==> src/rtl/data_mem_pkg.sv <==
// Shared types and command encodings for the data-memory load/store sequencer.
// Optional timeout support is enabled with DMEM_TIMEOUT_EN.
package data_mem_pkg;

    typedef enum logic [1:0] {
        IDLE = 2'd0,
        REQ  = 2'd1,
        DONE = 2'd2
    } dmem_state_t;

    localparam logic DMEM_CMD_LOAD  = 1'b0;
    localparam logic DMEM_CMD_STORE = 1'b1;

endpackage

==> src/rtl/dmem_watchdog.sv <==
// REQ-cycle timeout counter for the data-memory sequencer.
// Instantiated only when DMEM_TIMEOUT_EN is defined.
module dmem_watchdog
    import data_mem_pkg::*;
#(
    parameter int TIMEOUT_CYCLES = 16
) (
    input  logic clk,
    input  logic reset_n,
    input  logic clear,
    input  logic count,
    output logic expired
);

    localparam logic [7:0] LAST = 8'(TIMEOUT_CYCLES - 1);

    logic [7:0] cnt;

    always_ff @(posedge clk or negedge reset_n) begin
        if (!reset_n) begin
            cnt <= 8'd0;
        end else if (clear) begin
            cnt <= 8'd0;
        end else if (count) begin
            cnt <= cnt + 8'd1;
        end
    end

    // Fires on the un-acked REQ cycle that would make the count reach the limit.
    assign expired = count && (cnt == LAST);

endmodule

==> src/rtl/data_mem_access.sv <==
// Load/store sequencer between the register file and synchronous data RAM.
// Define DMEM_TIMEOUT_EN to abort REQ after TIMEOUT_CYCLES un-acked cycles.
module data_mem_access
    import data_mem_pkg::*;
#(
    parameter int DATA_W         = 8,
    parameter int D_ADDR_WIDTH   = 12,
    parameter int TIMEOUT_CYCLES = 16
) (
    input  logic                    clk,
    input  logic                    reset_n,
    input  logic                    start,
    input  logic                    is_store,
    input  logic [D_ADDR_WIDTH-1:0] dmar,
    input  logic [DATA_W-1:0]       acc_out,
    output logic [DATA_W-1:0]       acc_in,
    output logic                    acc_write_enable,
    output logic                    busy,
    output logic                    done,
    output logic                    error,
    output logic                    mem_req,
    output logic                    mem_we,
    output logic [D_ADDR_WIDTH-1:0] mem_addr,
    output logic [DATA_W-1:0]       mem_wdata,
    input  logic [DATA_W-1:0]       mem_rdata,
    input  logic                    mem_ack
);

    dmem_state_t             state;
    logic                    cmd_q;
    logic [D_ADDR_WIDTH-1:0] addr_q;
    logic [DATA_W-1:0]       wdata_q;
    logic [DATA_W-1:0]       rdata_q;
    logic                    accept;
    logic                    waiting;
    logic                    expired;

    assign accept  = (state == IDLE) && start;
    assign waiting = (state == REQ) && !mem_ack;

    always_ff @(posedge clk or negedge reset_n) begin
        if (!reset_n) begin
            state   <= IDLE;
            cmd_q   <= DMEM_CMD_LOAD;
            addr_q  <= '0;
            wdata_q <= '0;
            rdata_q <= '0;
        end else begin
            unique case (state)
                IDLE: begin
                    if (start) begin
                        state   <= REQ;
                        addr_q  <= dmar;
                        wdata_q <= acc_out;
                        cmd_q   <= is_store;
                    end
                end
                REQ: begin
                    // An ack on the expiry cycle still completes normally.
                    if (mem_ack) begin
                        state <= DONE;
                        if (cmd_q == DMEM_CMD_LOAD) begin
                            rdata_q <= mem_rdata;
                        end
                    end else if (expired) begin
                        state <= DONE;
                    end
                end
                DONE: begin
                    state <= IDLE;
                end
                default: begin
                    state <= IDLE;
                end
            endcase
        end
    end

`ifdef DMEM_TIMEOUT_EN
    logic error_q;

    dmem_watchdog #(
        .TIMEOUT_CYCLES(TIMEOUT_CYCLES)
    ) u_watchdog (
        .clk    (clk),
        .reset_n(reset_n),
        .clear  (accept),
        .count  (waiting),
        .expired(expired)
    );

    always_ff @(posedge clk or negedge reset_n) begin
        if (!reset_n) begin
            error_q <= 1'b0;
        end else if (accept) begin
            error_q <= 1'b0;
        end else if (waiting && expired) begin
            error_q <= 1'b1;
        end
    end

    assign error = error_q;
`else
    assign expired = 1'b0;
    assign error   = 1'b0;
`endif

    assign busy      = (state != IDLE);
    assign done      = (state == DONE);
    assign mem_req   = (state == REQ);
    assign mem_we    = (state == REQ) && (cmd_q == DMEM_CMD_STORE);
    assign mem_addr  = addr_q;
    assign mem_wdata = wdata_q;
    assign acc_in    = rdata_q;

    // A timed-out load has no valid data, so it must not touch the accumulator.
    assign acc_write_enable = (state == DONE)
                           && (cmd_q == DMEM_CMD_LOAD)
                           && !error;

endmodule

==> config.mk <==
export PLATFORM = sky130hd
export DESIGN_NAME = data_mem_access
export DESIGN_NICKNAME = d
export VERILOG_FILES = /design/src/rtl/data_mem_pkg.sv /design/src/rtl/dmem_watchdog.sv /design/src/rtl/data_mem_access.sv
export SDC_FILE = /design/constraint.sdc
export NUM_CORES = 1
export LEC_CHECK = 0
export CORE_MARGIN = 5
export CORE_UTILIZATION = 34
export DETAILED_ROUTE_END_ITERATION = 10
export MAX_ROUTING_LAYER = met4
export PLACE_DENSITY = 0.74
export SKIP_CTS_REPAIR_TIMING = 1
export SKIP_LAST_GASP = 1
export SLEW_MARGIN = 20
export SYNTH_ARGS = -nofsm -noshare
export SYNTH_HDL_FRONTEND = slang
export SYNTH_SLANG_ARGS = --single-unit
==> constraint.sdc <==
create_clock -name clk -period 1.44 [get_ports clk]
set_clock_uncertainty 0.15 [all_clocks]
set_input_delay 0.288 -clock clk [delete_from_list [all_inputs] [get_ports clk]]
set_output_delay 0.288 -clock clk [all_outputs]
set_load 0.01 [all_outputs]
# Word-level counts from Yosys, hierarchy flattened
# Cells that the tools add are included.
op_classes:
  n_eq_ne: 4
  n_mux: 3
  n_bitwise: 1
  n_reduce_logical: 7
ops:
  columns: ["cell", "n"]
  rows:
  - ["2-to-1 mux 2 bit", 2]
  - ["one-hot mux 2 bit (2 select lines)", 1]
  - ["AND reduction 2 bit", 2]
  - ["AND reduction 3 bit", 1]
  - ["== test 2 x 1 -> 1 bit, second input constant", 1]
  - ["== test 2 bit, second input constant", 1]
  - ["logical AND 1 bit", 2]
  - ["zero test 2 bit", 1]
  - ["inequality test 2 x 1 -> 1 bit, second input constant", 1]
  - ["inequality test 2 bit, second input constant", 1]
  - ["nonzero test 2 bit", 1]
  - ["inverter 1 bit", 1]
totals:
  register_bits: 31
  inputBits: 33
  output_inout_bits: 34

# Longest topological paths before layout
# Gate-level depths: netlist (run 1).
logic_depth:
  word_depth: 3
  ltp_mapped: 3
  ltp_nobuf: 2

# Worst setup path after synthesis (run 1)
# OpenSTA, ideal clock, no wires.
synth_path:
  kind: "register -> register"
  start: "register state[1]"
  end: "register addr_q[0], in the netlist mem_addr[0]"
  t_arrival_ns: 1.182
  required_ns: 1.165
  setup_slack_ns: -0.017
  path_stages_with_launch: 4
  path_cell_list: "dfrtp_1 -> nor3b_2 -> buf_6 -> mux2_2"
synth_via:
  elab_chain_cells: 2
synth_lines:
  columns: ["element", "line_no", "rtl"]
  rows:
  - ["start: declaration", "data_mem_access.sv:29", "dmem_state_t state;"]
  - ["start signal: assignment", "data_mem_access.sv:43", "state <= IDLE;"]
  - ["start signal: assignment", "data_mem_access.sv:52", "state <= REQ;"]
  - ["start signal: assignment", "data_mem_access.sv:61", "state <= DONE;"]
  - ["zero test 2 bit", "data_mem_access.sv:49", "unique case (state)"]
  - ["AND reduction 2 bit (no line)", null, null]
  - ["end signal: assignment", "data_mem_access.sv:53", "addr_q <= dmar;"]
  - ["end: declaration", "data_mem_access.sv:31", "logic [D_ADDR_WIDTH-1:0] addr_q;"]
# Every way passes these cells.
# A chain may end at the register's enable or synchronous reset.

# Worst setup path in the final report (run 1)
layout_path:
  start: "register state[1]"
  end: "output port mem_we"
layout_via:
  elab_chain_cells: 2
layout_lines:
  columns: ["element", "line_no", "rtl"]
  rows:
  - ["== test 2 x 1 -> 1 bit", "data_mem_access.sv:111", "assign mem_we = (state == REQ) && (cmd_q == DMEM_CMD_STORE);"]
  - ["logical AND 1 bit", "data_mem_access.sv:111", null]
  - ["end: declaration", "data_mem_access.sv:22", "output logic mem_we,"]
# Every way passes these cells.

==> summary.md, run 1 <==
| Metric | Value |
|---|---|
| Setup ws final | `-0.246 ns` |
| Top-count cell post-synth | `dfrtp_1` |
| Synth top area cells | `dfrtp_1 (63%), mux2_2 (26%), buf_6 (2.7%), and2_1 (1.0%), and4bb_1 (1.0%)` |
| CTS H-tree lvls | `2` |
| Ys async rst share | `100%` |
| Syn_area_per_cell | `16.2 sq um` |
| Antenna Cells | `0` |
| Pwr Density | `1650 nW/um^2` |
| Vias in the first global route | `1010` |
| Final hold vios | `0` |
| Starting density of the core | `36.0%` |
| Setup-failing EPs final | `34` |
| Final estimated routing congestion in global placement | `0.700` |
| DRT iter0 DRCs | `19` |
| Critical path endpoint category | `output port` |
| Core area | `3420 sq um` |
| Worst hold-check path type | `primary input to asynchronous set/reset pin` |
| Layout cells sized above 1 | `32.7%` |
| Post-DRT Antenna Nets | `0` |
| Num rows | `21` |
| Gate Count Post-Synth | `76` |
| Total GRT Usage | `12.6%` |
| CTS tree | `built` |
| Final Cell Area | `2140 sq um` |
| Synth cell count leaders | `dfrtp_1 (31), mux2_2 (28), buf_6 (3)` |
| Routing usage on met2 | `21.0%` |
| HPWL Detailed | `2.05 mm` |
| DP Cell Count | `189` |
| Setup crit start kind | `flip-flop` |
| Synth Flop Type | `dfrtp_1` |
| Antenna violations before repair | `0` |
| Vias per inst | `4.45` |
| Status | `finished with violations` |
| Syn nets | `109` |
| Met1 Use GR | `12.1%` |
| Vias | `886` |
| Max stage delay on crit path | `0.41 ns` |
| Overall die area | `4920 sq um` |
| Required @ worst endpoint | `1.00 ns` |
| DIE WIDTH | `70.1 microns` |
| DP Area | `1970 sq um` |
| R2r worst-path depth | `5` |
| Netlist cell types | `14` |
| GR peak layer | `met2` |
| Post-synth EDFFs | `0` |
| Grt total ovfl | `0` |
| Post-route non-filler standard cell count | `199` |
| Num CTS Buffers | `5` |
| Seq cells post-synth | `31` |
| Overall power | `3.53 mW` |
| Sequential-to-total area share from yosys stat | `63.1%` |
| Final period utilization | `117%` |
| Leakage power of the design | `1.15 nW` |
| FILL cells | `276` |
| Largest net degree at the start of global routing | `32` |
| Max_cap viols | `0` |
| Area growth, synth to finish | `74.2%` |
| Min Clock Period, post-route | `1.69 ns` |
| M3 GR Usage | `4.45%` |
| Post-layout nets | `185` |
| Cells along the critical path | `and2b_1 -> and2_1 -> clkbuf_2` |
| Fmax achieved | `593 MHz` |
| Failing checks | `negative setup slack` |
| Ys Warns | `0` |
| # clock sinks | `31` |
| Dominant cell type by area after synthesis | `dfrtp_1` |
| Clock-pin slew on the worst setup and hold paths | `0.10 ns` |
| DRT Pass-1 Iters | `2` |
| Peak supply drop | `0.000787 V` |
| Worst path arrival time | `1.25 ns` |
| Cell Area, Synth | `1230 sq um` |
| RSZ-0062 raised after global routing | `yes` |
| Critical Path Slowest Stage Cell | `dfrtp_1` |
| Max Slew Vio Count | `0` |
| Ports | `67` |
| Clock tree buffer depth | `2` |
| First-pass GRT wire length | `4.59 mm` |
| Clock Tree Root | `clkbuf_4` |
| Die H | `70.1 microns` |
| Routed WL per cell | `14.8 microns` |
| Port Buffer Count | `65` |
| Worst Path Max Fanout | `3` |
| Final WL | `2.96 mm` |
| Post-synth top area share | `63.1%` |
| Clk Latency, worst-skew pair | `0.33 ns` |
| DRC viols | `0` |
| CP Class | `flip-flop to output port` |
## final timing paths
check / end / slack, ns / from
min reg2reg: mem_addr[1]$_DFFE_PN0P_ / 0.34 / mem_addr[1]$_DFFE_PN0P_
max in group asynchronous: mem_addr[11]$_DFFE_PN0P_ / 0.80 / reset_n
max reg2reg: mem_addr[7]$_DFFE_PN0P_ / -0.24 / state[1]$_DFFE_PN0P_
min in group clk: mem_addr[1]$_DFFE_PN0P_ / 0.34 / mem_addr[1]$_DFFE_PN0P_
max: mem_we / -0.25 / state[1]$_DFFE_PN0P_
min: mem_wdata[6]$_DFFE_PN0P_ / 0.16 / reset_n
## cells in the final DEF (no fill, tap or decap)
master	synthesis	layout
and2b_1	1	1
mux2_4	0	8
dfrtp_1	31	31
and2_1	2	2
buf_6	3	5
nand2b_1	2	2
nor2b_1	2	1
clkbuf_2	0	1
clkinv_2	0	1
nor2b_2	0	1
conb_1	1	1
buf_12	0	2
a21oi_1	1	1
mux2_1	1	1
or2_4	0	1
clkdlybuf4s50_1	0	32
clkbuf_4	0	5
mux2_2	28	20
and4bb_1	1	1
clkbuf_1	0	2
nor3b_4	0	1
buf_2	0	2
buf_4	1	3
dlymetal6s2s_1	0	28
## registers in the layout, indices dropped and copies added, names as in the netlist
register / count
mem_addr: 12
acc_in: 8
mem_wdata: 8
state: 2
cmd_q: 1
## critical path, delay by kind of cell, from the launching register on
family | cells | cell delay [ns]
flops | 1 | 0.41
simple gates | 2 | 0.38
buf+inv | 1 | 0.13
## stage by stage
step	setup slack [ns]	utilization (%)	hold slack [ns]	setup TNS [ns]
floorplan	-0.0171	-	-0.158	-0.329
detailed placement	-0.370	57.7	0.329	-10.93
CTS	-0.666	59.2	0.162	-14.26
global placement	-0.361	57.7	0.325	-10.75
finish	-0.246	62.7	0.160	-7.17
global route	-0.331	62.7	0.166	-9.08
## per-layer routing
metal / up-vias / part of all wire [%]
li1: 411 / -
met1: 426 / 43
met2: 41 / 49
met3: 8 / 5.4
met4: 0 / 2.9
met5: - / 0
## report_power, final
part | switching (mW) | internal [mW]
registers | 0.190 | 1.23
clock network | 0.290 | 0.190
logic | 0.572 | 1.06
total | 1.05 | 2.48
## cell type report
cell class	instances	area, sq um	area share, %
Clock buffer	7	45.0	2.10
Clock inverter	1	5.00	0.234
Multi-Input combinational cell	41	453	21.2
Sequential cell	31	776	36.2
Tap cell	46	57.6	2.69
Timing Repair Buffer	73	805	37.6
## kinds of logic (layout without fill, tap and decap cells)
logic type	after synthesis	after routing	synth area share, %
and+or+nand+nor	10	10	6.21
other	1	1	0.305
AOI/OAI and AO/OA	1	1	0.407
DFF	31	31	63.1
muxes	29	29	26.6
buffers and inverters	4	81	3.36
No activity file was read; power rests on OpenSTA's default activity.
==> run 2: changes to the inputs <==
--- a/config.mk
+++ b/config.mk
@@ -10,6 +10,7 @@
 export DETAILED_ROUTE_END_ITERATION = 10
 export MAX_ROUTING_LAYER = met4
 export PLACE_DENSITY = 0.74
+export REMOVE_ABC_BUFFERS = 1
 export SKIP_CTS_REPAIR_TIMING = 1
 export SKIP_LAST_GASP = 1
 export SLEW_MARGIN = 20
==> run 2 against run 1 <==
Net effect:
- clock power is 20% higher
- maximum frequency is 0.57% lower
- critical path depth stayed put
- register-to-register slack hardly changed
- die area stayed put
- sequential power hardly changed
- non-clock buffer count is 3 higher
- critical path type unchanged
- combinational power is 15% higher
- critical endpoint unchanged
- the flow still finishes with violations (negative setup slack)
- largest cell class unchanged
- via count is 4.3% higher
==> summary.md, run 2 (same netlist as run 1, synthesis figures left out) <==
| Metric | Value |
|---|---|
| Grt total ovfl | `0 (unchanged)` |
| Starting density of the core | `36.0% (unchanged)` |
| Final period utilization | `118% (+0.67 points)` |
| Antenna Cells | `0 (unchanged)` |
| Met1 Use GR | `13.5% (+1.4 points)` |
| Num CTS Buffers | `5 (unchanged)` |
| RSZ-0062 raised after global routing | `yes` |
| Port Buffer Count | `65 (unchanged)` |
| Die H | `70.1 microns (unchanged)` |
| Leakage power of the design | `1.27 nW (+11%)` |
| Final estimated routing congestion in global placement | `0.692 (-1.2%)` |
| Worst hold-check path type | `primary input to asynchronous set/reset pin` |
| Worst Setup SP | `state[1]$_DFFE_PN0P_` |
| Setup-failing EPs final | `27 (-21%)` |
| GR peak layer | `met2` |
| Fmax achieved | `590 MHz (-0.57%)` |
| M3 GR Usage | `6.89% (+2.4 points)` |
| Vias | `924 (+4.3%)` |
| Final WL | `3.45 mm (+17%)` |
| Antenna violations before repair | `0 (unchanged)` |
| DRC viols | `0 (unchanged)` |
| Min Clock Period, post-route | `1.70 ns (+0.00960 ns)` |
| Hold Worst Slack | `0.163 ns (+0.00219 ns)` |
| Core area | `3420 sq um (unchanged)` |
| DP Cell Count | `189 (unchanged)` |
| Total GRT Usage | `12.6% (-0.051 points)` |
| Max Slew Vio Count | `0 (unchanged)` |
| Most frequent cells in the layout | `clkdlybuf4s50_1 (32), dfrtp_1 (29), dlymetal6s2s_1 (29), mux2_4 (27), buf_6 (6)` |
| Pwr Density | `1690 nW/um^2 (+2.1%)` |
| Critical path endpoint category | `output port` |
| Required @ worst endpoint | `1.00 ns (about the same)` |
| Final hold vios | `0 (unchanged)` |
| Clock tree buffer depth | `2 (unchanged)` |
| Clock Tree Root | `clkbuf_4` |
| Area growth, synth to finish | `88.7%` |
| Post-layout nets | `188 (+1.6%)` |
| Post-route non-filler standard cell count | `202 (+1.5%)` |
| Clock-pin slew on the worst setup and hold paths | `0.10 ns (about the same)` |
| First-pass GRT wire length | `4.67 mm (+1.8%)` |
| Layout cells sized above 1 | `35.9% (+3.2 points)` |
| Routed WL per cell | `17.1 microns (+15%)` |
| Largest register FFs | `12 (unchanged)` |
| Vias in the first global route | `1009 (-0.099%)` |
| Post-DRT Antenna Nets | `0 (unchanged)` |
| Vias per inst | `4.57 (+2.7%)` |
| Setup crit start kind | `flip-flop` |
| Largest net degree at the start of global routing | `32 (unchanged)` |
| Worst path arrival time | `1.26 ns (about the same)` |
| DP Area | `1970 sq um (-0.32%)` |
| Ports | `67 (unchanged)` |
| Worst Path Max Fanout | `6 (+3)` |
| Clk Latency, worst-skew pair | `0.31 ns (-0.02 ns)` |
| Final Cell Area | `2320 sq um (+8.3%)` |
| Routing usage on met2 | `19.6% (-1.4 points)` |
| Final Core Density | `67.9% (+5.2 points)` |
| Num rows | `21 (unchanged)` |
| Commonest non-fill, non-tap cell in the layout | `clkdlybuf4s50_1` |
| Failing checks | `negative setup slack` |
| R2r worst-path depth | `5 (unchanged)` |
| Status | `finished with violations` |
| # clock sinks | `31 (unchanged)` |
| CTS tree | `built` |
| Setup ws final | `-0.255 ns (-0.00960 ns)` |
| Peak supply drop | `0.000910 V (+16%)` |
| DRT Pass-1 Iters | `2 (unchanged)` |
| DRT iter0 DRCs | `12 (-7)` |
| HPWL Detailed | `2.24 mm (+9.1%)` |
| Overall die area | `4920 sq um (unchanged)` |
| CTS H-tree lvls | `2 (unchanged)` |
| Reg2Reg Launch Point | `state[0]$_DFFE_PN0P_` |
| DIE WIDTH | `70.1 microns (unchanged)` |
| Max_cap viols | `0 (unchanged)` |
| CP Class | `flip-flop to output port` |
[run 2: final cells by class]
type                            count  area (sq um)
Clock inverter                      1          7.51
Tap cell                           46          57.6
Multi-Input combinational cell     41           529
Fill cell                         245          1100
Sequential cell                    31           778
Timing Repair Buffer               76           881
Clock buffer                        7          65.1
[run 2: power breakdown]
| group | switching (mW) | total, mW | leakage, nW | internal [mW] |
|---|---|---|---|---|
| Clock | 0.291 | 0.576 | 0.0375 | 0.285 |
| Combinational | 0.634 | 1.88 | 0.874 | 1.25 |
| Sequential | 0.215 | 1.45 | 0.363 | 1.23 |
[run 2: final timing paths]
path,end,slack (ns)
hold reg to reg,mem_addr[1]$_DFFE_PN0P_,0.34
hold / removal,mem_addr[2]$_DFFE_PN0P_,0.16
max in group asynchronous,state[0]$_DFFE_PN0P_,0.79
min in group clk,mem_addr[1]$_DFFE_PN0P_,0.34
setup reg to reg,mem_addr[0]$_DFFE_PN0P_,-0.23
setup / recovery,mem_we,-0.26
[run 2: per-stage QoR]
step | setup slack, ns | TNS (ns) | total power, mW
after detailed placement | -0.394 | -11.77 | 3.09
after CTS | -0.660 | -13.86 | 3.68
after global placement | -0.368 | -11.21 | 3.03
final | -0.255 | -5.50 | 3.91
after floorplan | -0.559 | -11.78 | 2.05
after global routing | -0.332 | -7.25 | 4.14
[run 2: layer usage]
metal | routed length (microns) | vias up | share of wire [%]
met5 | 0 | - | 0
met4 | 60 | 0 | 1.7
met3 | 377 | 8 | 11
met2 | 1610 | 51 | 47
met1 | 1400 | 449 | 41
li1 | - | 416 | -
[run 2: critical path: stages (launching register included)]
cell      delay (ns)
dfrtp_2         0.45
and2b_1         0.24
and2_1          0.13
clkbuf_2        0.13
